`src/rtl/mult_div_unit.sv`:
```
// Iterative multiply/divide unit owning the HI/LO registers.
// Signed ops run on magnitudes; the sign is fixed up in a single final cycle.
module mult_div_unit #(
    parameter int WIDTH = 32
) (
    input  logic             clk,
    input  logic             rst_n,
    input  logic             start,
    input  logic [1:0]       op,
    input  logic [WIDTH-1:0] a,
    input  logic [WIDTH-1:0] b,
    input  logic             mthi,
    input  logic             mtlo,
    input  logic [WIDTH-1:0] wdata,
    output logic             busy,
    output logic             done,
    output logic             div_by_zero,
    output logic [WIDTH-1:0] hi,
    output logic [WIDTH-1:0] lo
);

    localparam int CW = $clog2(WIDTH + 1);

    typedef enum logic [1:0] {IDLE, RUN, FIX} state_t;

    state_t             state;
    logic [CW-1:0]      count;
    logic               is_div;
    logic               neg_q;
    logic               neg_r;
    logic [WIDTH-1:0]   a_lat;
    logic [WIDTH-1:0]   bmag;
    logic [2*WIDTH-1:0] acc;

    logic               sign_a;
    logic               sign_b;
    logic [WIDTH-1:0]   mag_a;
    logic [WIDTH-1:0]   mag_b;
    logic [WIDTH:0]     mul_sum;
    logic [WIDTH:0]     div_shift;
    logic [WIDTH-1:0]   div_rem;
    logic               div_ok;
    logic [2*WIDTH-1:0] acc_next;

    function automatic logic [WIDTH-1:0] neg_if(input logic n, input logic [WIDTH-1:0] v);
        return n ? (~v + 1'b1) : v;
    endfunction

    function automatic logic [2*WIDTH-1:0] neg_if_wide(input logic n, input logic [2*WIDTH-1:0] v);
        return n ? (~v + 1'b1) : v;
    endfunction

    // op[0] set means unsigned, so signs only count for MULT/DIV
    assign sign_a = ~op[0] & a[WIDTH-1];
    assign sign_b = ~op[0] & b[WIDTH-1];
    assign mag_a  = neg_if(sign_a, a);
    assign mag_b  = neg_if(sign_b, b);

    // acc holds {partial product | remainder, multiplier | quotient} for both ops
    always_comb begin
        mul_sum   = {1'b0, acc[2*WIDTH-1:WIDTH]} + (acc[0] ? {1'b0, bmag} : {(WIDTH+1){1'b0}});
        div_shift = {acc[2*WIDTH-1:WIDTH], acc[WIDTH-1]};
        div_ok    = div_shift >= {1'b0, bmag};
        div_rem   = div_shift[WIDTH-1:0] - bmag;
        acc_next  = {mul_sum, acc[WIDTH-1:1]};
        if (is_div)
            acc_next = {(div_ok ? div_rem : div_shift[WIDTH-1:0]), acc[WIDTH-2:0], div_ok};
    end

    always_ff @(posedge clk or negedge rst_n) begin
        if (!rst_n) begin
            state       <= IDLE;
            count       <= '0;
            is_div      <= 1'b0;
            neg_q       <= 1'b0;
            neg_r       <= 1'b0;
            a_lat       <= '0;
            bmag        <= '0;
            acc         <= '0;
            busy        <= 1'b0;
            done        <= 1'b0;
            div_by_zero <= 1'b0;
            hi          <= '0;
            lo          <= '0;
        end else begin
            done        <= 1'b0;
            div_by_zero <= 1'b0;
            case (state)
                IDLE: begin
                    if (start) begin
                        is_div <= op[1];
                        neg_q  <= sign_a ^ sign_b;
                        neg_r  <= sign_a;
                        a_lat  <= a;
                        bmag   <= mag_b;
                        acc    <= {{WIDTH{1'b0}}, mag_a};
                        count  <= CW'(WIDTH);
                        busy   <= 1'b1;
                        state  <= RUN;
                    end else begin
                        if (mthi) hi <= wdata;
                        if (mtlo) lo <= wdata;
                    end
                end
                RUN: begin
                    acc   <= acc_next;
                    count <= count - CW'(1);
                    if (count == CW'(1))
                        state <= FIX;
                end
                FIX: begin
                    state <= IDLE;
                    busy  <= 1'b0;
                    done  <= 1'b1;
                    if (!is_div) begin
                        {hi, lo} <= neg_if_wide(neg_q, acc);
                    end else if (bmag == '0) begin
                        hi          <= a_lat;
                        lo          <= '1;
                        div_by_zero <= 1'b1;
                    end else begin
                        lo <= neg_if(neg_q, acc[WIDTH-1:0]);
                        hi <= neg_if(neg_r, acc[2*WIDTH-1:WIDTH]);
                    end
                end
                default: state <= IDLE;
            endcase
        end
    end

endmodule
```
`config.mk`:
```
export PLATFORM = sky130hd
export DESIGN_NAME = mult_div_unit
export DESIGN_NICKNAME = d
export VERILOG_FILES = /design/src/rtl/mult_div_unit.sv
export SDC_FILE = /design/constraint.sdc
export NUM_CORES = 1
export LEC_CHECK = 0
export ABC_AREA = 1
export CAP_MARGIN = 20
export CORE_MARGIN = 5
export CORE_UTILIZATION = 40
export DETAILED_ROUTE_END_ITERATION = 12
export GPL_TIMING_DRIVEN = 0
export HOLD_SLACK_MARGIN = 0.06
export PLACE_DENSITY_LB_ADDON = 0.08
export SYNTH_ARGS = -nofsm -noshare
export SYNTH_HDL_FRONTEND = slang
export SYNTH_SLANG_ARGS = --single-unit
```
`constraint.sdc`:
```
create_clock -name clk -period 2.6 [get_ports clk]
set_clock_uncertainty 0.15 [all_clocks]
set_input_delay 0.52 -clock clk [delete_from_list [all_inputs] [get_ports clk]]
set_output_delay 0.52 -clock clk [all_outputs]
set_load 0.02 [all_outputs]
```
# Word level (Yosys, flattened, before mapping)
# Cells that the tools add are included.
[op_classes]
n_reduce_logical = 10
bitwise = 9
n_mux = 31
div = 0
magnitude_cmp = 1
n_addsub = 8
n_mul = 0
n_eq_ne = 8
shifts = 0
[op_table]
columns = ["cell", "count"]
rows = [
  ["2-to-1 mux 32 bit", 14],
  ["2-to-1 mux 64 bit", 3],
  ["adder 32 x 1 -> 32 bit (second input constant)", 4],
  ["inverter 32 bit", 4],
  ["case mux 32 bit (2 select lines)", 2],
  ["case mux 64 bit (2 select lines)", 1],
  ["adder 64 x 1 -> 64 bit (second input constant)", 1],
  ["inverter 64 bit", 1],
  ["adder 32 x 32 -> 33 bit", 1],
  ["greater-or-equal comparator 33 x 32 -> 1 bit", 1],
  ["zero test 32 bit", 1],
  ["subtractor 32 bit", 1],
  ["case mux 6 bit (2 select lines)", 1],
  ["inequality test 2 bit (second input constant)", 5],
  ["AND reduction 2 bit", 4],
  ["== test 6 x 1 -> 1 bit (second input constant)", 1],
  ["2-to-1 mux 6 bit", 1],
  ["AND reduction 3 bit", 2],
  ["subtractor 6 x 1 -> 6 bit (second input constant)", 1],
  ["2-to-1 mux 1 bit", 5],
  ["2-to-1 mux 2 bit", 2],
  ["case mux 2 bit (2 select lines)", 1],
  ["nonzero test 2 bit", 2],
  ["AND 1 bit", 2],
  ["other kinds (6)", 6],
]
[word_totals]
in_bits = 103
latchBits = 0
mem_count = 0
romBits = 0
ramBits = 0
ff_bits = 206
out_inout_bits = 67
word_cells = 80

# Logic depth before layout (Yosys ltp)
[depth]
word_depth = 6
mapped_depth = 22
ltp_nobuf = 20

# Least setup slack after synthesis
# OpenSTA, ideal clock, no wires.
[synth_path]
path_kind = "flip-flop to flip-flop"
startpoint = "register acc[0]"
endpoint = "register acc[53]"
setup_ps = 116
period_less_slack_ps = 2680
required_ps = 2334
path_stages_with_launch = 22
t_arrival_ps = 2413
n_path_buf = 2
setup_slack_ps = -80
path_cell_list = "dfrtp_1 > buf_6 > clkbuf_1 > nand2_1 > inv_1 > ha_1 > inv_1 > fa_1 > inv_1 > nand3_1 > nand2_1 > nand2_1 > nand2_1 > nand3_1 > nand2_1 > nand2_1 > nand3_1 > nand3_1 > nand2_1 > inv_1 > nand2_1 > nand2_1"
[synth_between]
elab_chain_len = 4
[synth_lines]
columns = ["element", "line_no", "rtl"]
rows = [
  ["start, declared", "33", "logic [2*WIDTH-1:0] acc;"],
  ["start signal, assigned", "96", "acc <= {{WIDTH{1'b0}}, mag_a};"],
  ["start signal, assigned", "106", "acc <= acc_next;"],
  ["2-to-1 mux 32 bit", "61", "mul_sum = {1'b0, acc[2*WIDTH-1:WIDTH]} + (acc[0] ? {1'b0, bmag} : {(WIDTH+1){1'b0}});"],
  ["adder 32 x 32 -> 33 bit", "61", ""],
  ["2-to-1 mux 64 bit", "66", "if (is_div)"],
  ["case mux 64 bit (2 select lines)", "88", "case (state)"],
]
# Every way passes these cells.
# A chain may end at the register's enable or synchronous reset.

# Worst setup path after layout
[layout_path]
startpoint = "register acc[0]"
endpoint = "register acc[55]"
# Same word-level chain as after synthesis.

==> summary.md <==
| Metric | Value |
|---|---|
| Post-synthesis async set-or-reset flop share | 100% |
| Predominant post-synthesis flop cell | dfrtp_1 |
| Worst min path class | reg2reg |
| Failing checks | setup timing |
| CP top delay family | simple AND/OR/NAND/NOR gates |
| Synth Warn # | 0 |
| R2r startpoint | acc[0]$_DFFE_PN0P_ |
| TritonCTS clock tree | yes |
| TritonRoute pass-1 iters | 6 |
| NumNets Final | 3738 |
| Die Wd | 230 um |
| Sink Count | approximately 210 |
| Synth Register Bits | roughly 200 |
| Vias in the first global route | between 20000 and 25000 |
| Routed wl met2 | ~41000 um |
| Gr usage total | between 30 and 40% |
| Avg Vias per Cell | between 5 and 6 |
| Crit Reg-Reg Endpoint | acc[55]$_DFFE_PN0P_ |
| M1 wire length | approximately 44000 um |
| Initial antenna violation count | 1 |
| Worst vdd ir | slightly below 0.7 mV |
| Setup crit end | acc[55]$_DFFE_PN0P_ |
| Mapped Cells | around 3200 |
| Post-place instance area | 0.0218 mm2 |
| DRT iter0 DRCs | slightly above 3000 |
| Setup_tns | -1080 ps |
| Layout cells sized above 1 | 19.0% |
| DP Worst Slack | -908 ps |
| Syn nets | approximately 3400 |
| CP max FO | 6 |
| Number of enable flip-flop cells after synthesis | 0 |
| CTS H-tree depth | 1 |
| Die Y-Extent | between 200 and 250 um |
| Setup WS post-layout | -133 ps |
| Global placement routability congestion | slightly above 1 |
| Netlist Area Pre-Place | 0.0193 mm2 |
| Vias | approximately 24000 |
| Port bufs | approximately 170 |
| Count leader, synth | nand2_1 |
| Final WL | about 100000 um |
| Max-cap viol count | 0 |
| Uppermost layer routed | met5 |
| CTS buffer count | 25 |
| Row count | 80 |
| CP Data Arrival Time | 3030 ps |
| Largest net degree at the start of global routing | between 100 and 150 |
| DRT antenna net count | 0 |
| Syn_area_per_cell | 5.97 um2 |
| Critical path's largest stage delay | around 350 ps |
| Root Driver | clkbuf_16 |
| Worst path bufs/invs | 6 |
| Post-synth top area share | 26.6% |
| Design area | between 0.02 and 0.03 mm2 |
| PD cells | ~1600 mW/mm2 |
| Post-synth top cells | nand2_1, inv_1, nor2_1, nand3_1, o21ai_0 |
| Core area | ~0.048 mm2 |
| Final setup viols | 28 |
| Syn-to-layout area delta | 33.7% |
| Met3 WL | ~12000 um |
| Setup crit end kind | register |
| First-pass GRT wire length | 143000 um |
| Slew margin rel. | 34.8% |
| P_leak | 12.0 nW |
| Critical path class | reg2reg |
| Post-layout minimum cycle time | between 2000 and 3000 ps |
| Cell Chain, Critical Path | buf_6 -> clkbuf_16 -> nand2_4 -> inv_2 -> ha_4 -> inv_4 -> fa_2 -> inv_2 -> nand3_2 -> nand2_4 -> nand2_1 -> o211ai_1 -> nand3_1 -> nand4_1 -> nand3_2 -> nand2_2 -> inv_2 -> nand2_1 -> nand2_1 |
| Fin util | 54.2% |
| IO Pins | 170 |
| Crit path depth | 19 |
| Sequential area share after synthesis | 26.6% |
| Library cells used by synthesis | 49 |
| Critical Path Slowest Stage Cell | fa_2 |
| Post-route DRC | 0 |
| Post-synth top area cell | dfrtp_1 |
| Clock latency on the worst-skew pair | around 570 ps |
| Status | finished with violations |
| Max Freq | roughly 370 MHz |
| Slew Viols, Final | 0 |
| Startpoint types | register |
| Period Utilization, post-route | 105% |
| DR WL/cell | 23.8 um |
| CP Launch Point | acc[0]$_DFFE_PN0P_ |
| Global route overflow | 0 |
| HPWL Detailed | around 80000 um |
| Starting Density | ~40% |
| Clk slew on worst S/H paths | 60 ps |
| Final hold vios | 0 |
| Slack of the worst reg-to-reg path | -130 ps |
| Worst reg-to-reg path cell count | 19 |
| Die Footprint | 0.0529 mm2 |
| Final-layout fill cell count | approximately 4900 |
| Worst Tran Pin Value | between 900 and 1000 ps |
| Unrepaired setup endpoints after global routing | yes |
| Synth top area cells | dfrtp_1, nand2_1, inv_1, nor2_1, nand3_1 |
| Critical path data required time | between 2000 and 3000 ps |
| Clock buffer depth | 3 |
[worst min path at each step]
stage | start | endpoint | slack [ps] | cells past startpoint
2_1_floorplan | rst_n | a_lat[0]$_DFFE_PN0P_ | 70 | 0
3_3_place_gp | busy$_DFFE_PN0P_ | busy$_DFFE_PN0P_ | 310 | 2
3_5_place_dp | busy$_DFFE_PN0P_ | busy$_DFFE_PN0P_ | 310 | 2
4_1_cts | busy$_DFFE_PN0P_ | busy$_DFFE_PN0P_ | 330 | 2
5_1_grt | busy$_DFFE_PN0P_ | busy$_DFFE_PN0P_ | 360 | 2
6_report | busy$_DFFE_PN0P_ | busy$_DFFE_PN0P_ | 330 | 2
[timing repair]
item / CTS / global route
buffers inserted: 88 / 32
hold endpoints to repair: 105 / 0
gates resized for setup: 323 / 286
pin swaps: 43 / 65
setup endpoints to repair: 141 / 113
cloned: 2 / 1
hold buffers: 1 / 0
[per-layer routing]
| metal | vias up | global-route usage (%) |
|---|---|---|
| met5 | - | 0 |
| met4 | 2 | 9.99 |
| met3 | 204 | 8.12 |
| met2 | 1392 | 51.2 |
| met1 | 11297 | 53.5 |
| li1 | 11090 | - |
[cells by family after synthesis]
family	count (synthesis)	share of synthesized area (%)
simple gates	1806	38.7
compound gates	559	16.0
buf+inv	523	10.5
flops	206	26.6
xor+xnor	75	3.39
fa+ha+maj	72	4.73
mux	1	0.0517
[cell usage in the layout, fill, tap and decap left out, drive strengths merged, types with 3 or more instances in the layout]
master,count
a31oi,19
nor2,397
clkinv,6
or2,6
o21ai,249
nand4,24
a2bb2oi,21
a22oi,9
nand2,1027
clkbuf,110
ha,70
buf,159
dfrtp,206
nor4,6
o21bai,8
and2,3
nand3b,18
nand3,283
xor2,69
xnor2,6
nor3,43
o22a,3
o211ai,12
diode,3
a21oi,197
clkdlybuf4s50,168
inv,408
a21o,5
a21boi,27
[worst reg2reg max path, cell delays in order, from the launching register on]
cell and delay (ps):
dfrtp_1 340, buf_6 140, clkbuf_16 170, nand2_4 50
inv_2 60, ha_4 150, inv_4 40, fa_2 350
inv_2 80, nand3_2 80, nand2_4 110, nand2_1 60
o211ai_1 160, nand3_1 170, nand4_1 120, nand3_2 120
nand2_2 140, inv_2 40, nand2_1 60, nand2_1 50
[state kept, by name (all words and copies together), names as in the netlist, 2 cells and up]
signal / cells
count: 6
bmag: 32
hi: 32
state: 2
a_lat: 32
acc: 64
lo: 32
[power breakdown]
group	leakage [nW]	switching [mW]	total, mW	internal (mW)
Combinational	9.23	20.4	32.1	11.7
Clock	0.362	1.47	3.32	1.85
Sequential	2.36	2.05	6.97	4.93
[area by class of cell]
| type | instances | area, um2 | area share, % |
|---|---|---|---|
| buffer | 113 | 593 | 2.29 |
| timing repair buffer | 293 | 2700 | 10.5 |
| tap | 615 | 769 | 2.98 |
| clock buffer | 33 | 696 | 2.69 |
| sequential | 206 | 5220 | 20.2 |
| multi-input combinational | 2514 | 14300 | 55.1 |
| clock inverter | 6 | 36.3 | 0.140 |
| inverter | 410 | 1580 | 6.11 |
| antenna | 3 | 7.51 | 0.0290 |
[through the flow]
step	instances	hold slack, ps	power, mW
global route	4190	358	44.7
floorplan	3242	74.4	21.6
global placement	4026	311	30.6
detailed placement	4027	314	30.8
CTS	4157	331	38.2
finish	4193	330	42.4
Power figures use the tool's default switching activity.
==> patch, RTL diff (same flow settings) <==
Reset style: synchronous (`rst_n`), changed in one clocked block.
--- a/src/rtl/mult_div_unit.sv
+++ b/src/rtl/mult_div_unit.sv
@@ -68,5 +68,5 @@
     end
 
-    always_ff @(posedge clk or negedge rst_n) begin
+    always_ff @(posedge clk) begin
         if (!rst_n) begin
             state       <= IDLE;
Formal check against the unedited RTL: differs if rst_n is asserted again (counterexample within 4 cycles, from zero or initial values and one cycle with rst_n low); with rst_n held inactive, the same outputs for 4 cycles.
==> patch against the unedited design <==
- sequential cell count unchanged
- setup slack better by 140 ps
- hold slack improved by 3.0 ps
- routed wire length shrank 0.25%
- area after synthesis is 0.96% lower
- fmax rose by 5.3%
- global-route usage shrank 0.25 points
- design area fell by 3.3%
- final cell count grew 2.8%
- utilization shrank 1.6 points
- die area fell by 0.92%
- critical endpoint is now acc[62]
Power is not compared: it rests on default switching activity, and its combinational part moved more than twofold at a synthesized area within 25%.
==> patch: results (changes against the unedited design) <==
status -> completed
Seq/Total Area, Yosys -> 0.215 (-0.0512)
Post-synth top cells -> nand2_1 (927), inv_1 (435), nor2_1 (390)
Final Wtd Congestion -> 1.08 (+4.8%)
layout cells sized above 1 -> 0.163 (-0.0265)
Cell variety after synth -> 51 (+4.1%)
initial antenna violation count -> 4 (+3)
Fillers -> 4959 (+1.4%)
WL/cell -> 23.0 um (-3.0%)
async set-reset flop share out of synthesis -> 0 (-1.00)
gr usage total -> 0.354 (-0.00249)
vias -> 24624 (+2.7%)
first drt pass iteration count -> 6 (unchanged)
r2r worst-path depth -> 17 (-2)
prevailing post-synth register cell -> dfxtp_1
FF-to-FF Start -> acc[34]
Post-DP HPWL -> 80400 um (+3.4%)
Worst Min Path Start -> busy
CP Max Fanout -> 8 (+2)
Cells after DPL -> 4216 (+4.7%)
hold path depth -> 2 (unchanged)
Nets -> 3853 (+3.1%)
Syn Inst Count -> 3431 (+5.8%)
placed cell area -> 21600 sq um (-0.93%)
Synth area leaders -> dfxtp_1 (22%), nand2_1 (18%), a21oi_1 (9.0%)
FF-to-FF End -> acc[62]
largest net degree at the start of global routing -> 13 (-88%)
vias in the first global route -> 22099 (-0.51%)
DP Worst Slack -> -738 ps (+170 ps)
hold worst-path end -> busy
DR vias/cell -> 5.71 (-0.15%)
critical path arrival -> 2910 ps (-120 ps)
Post-Synthesis Net Count -> 3606 (+5.5%)
slew at the pin closest to its max-slew limit -> 1300 ps (+319 ps)
patch: where the power goes:
part	total (W)	switching [W]	internal, W
registers	0.00412	0.000577	0.00355
logic	0.00734	0.00486	0.00248
clock network	0.00361	0.00147	0.00214
patch: cell families after synthesis:
group	Yosys count	synth area share
adder cells (fa/ha/maj)	72	0.0478
flip-flops	206	0.215
XOR/XNOR	76	0.0347
buffers and inverters	605	0.121
AO/OA/AOI/OAI	731	0.198
AND/OR/NAND/NOR	1741	0.383
patch: routing by layer:
layer  share of wire  global-route usage  routed length, um
met1            0.44               0.523              43500
met2            0.41               0.527              41000
met3            0.12              0.0798              12100
met4           0.027              0.0750               2690
met5         0.00013                   0                 13
patch: area by class of cell:
type | count | area, sq um | share of cell area
repair buffers | 219 | 2130 | 0.0850
clock inverters | 11 | 120 | 0.00480
plain buffers | 145 | 691 | 0.0276
well taps | 615 | 769 | 0.0308
inverters | 460 | 1770 | 0.0706
multi-input cells | 2621 | 14500 | 0.580
clock buffers | 34 | 719 | 0.0288
flip-flops and latches | 206 | 4310 | 0.172
patch: worst max-delay path, stage by stage, from the launching register on:
cell and delay [ps]:
dfxtp_4 500, ha_4 260, nand2_1 140, inv_1 60, nand2_1 90, nand2_1 60
nand2_1 90, nand3_4 100, nand2_2 80, nand2_2 70, nand2_4 120, nand2_8 110
buf_12 160, nand2_4 100, nand2_1 80, nand2_2 60, nand3_1 120, a21oi_2 130
patch: worst max-delay path by stage:
stage | startpoint | to | slack, ps | cells past startpoint
4_1_cts | acc[0] | acc[47] | -30 | 19
2_1_floorplan | acc[0] | acc[63] | 100 | 20
6_report | acc[34] | acc[62] | 4 | 17
3_5_place_dp | start | acc[31] | -740 | 8
5_1_grt | acc[0] | acc[56] | -100 | 17
3_3_place_gp | acc[0] | acc[55] | -720 | 20
patch: repair_timing:
action	CTS	global route
gates resized for setup	266	345
setup buffers	16	31
gates cloned	0	3
setup endpoints to repair	133	116
pin swaps	16	54
patch: per-stage QoR:
stage / hold WS [ps] / TNS [ps]
2_1_floorplan: 291 / 0
3_3_place_gp: 314 / -90750
3_5_place_dp: 325 / -93790
4_1_cts: 335 / -74.8
5_1_grt: 368 / -821
6_report: 333 / 0
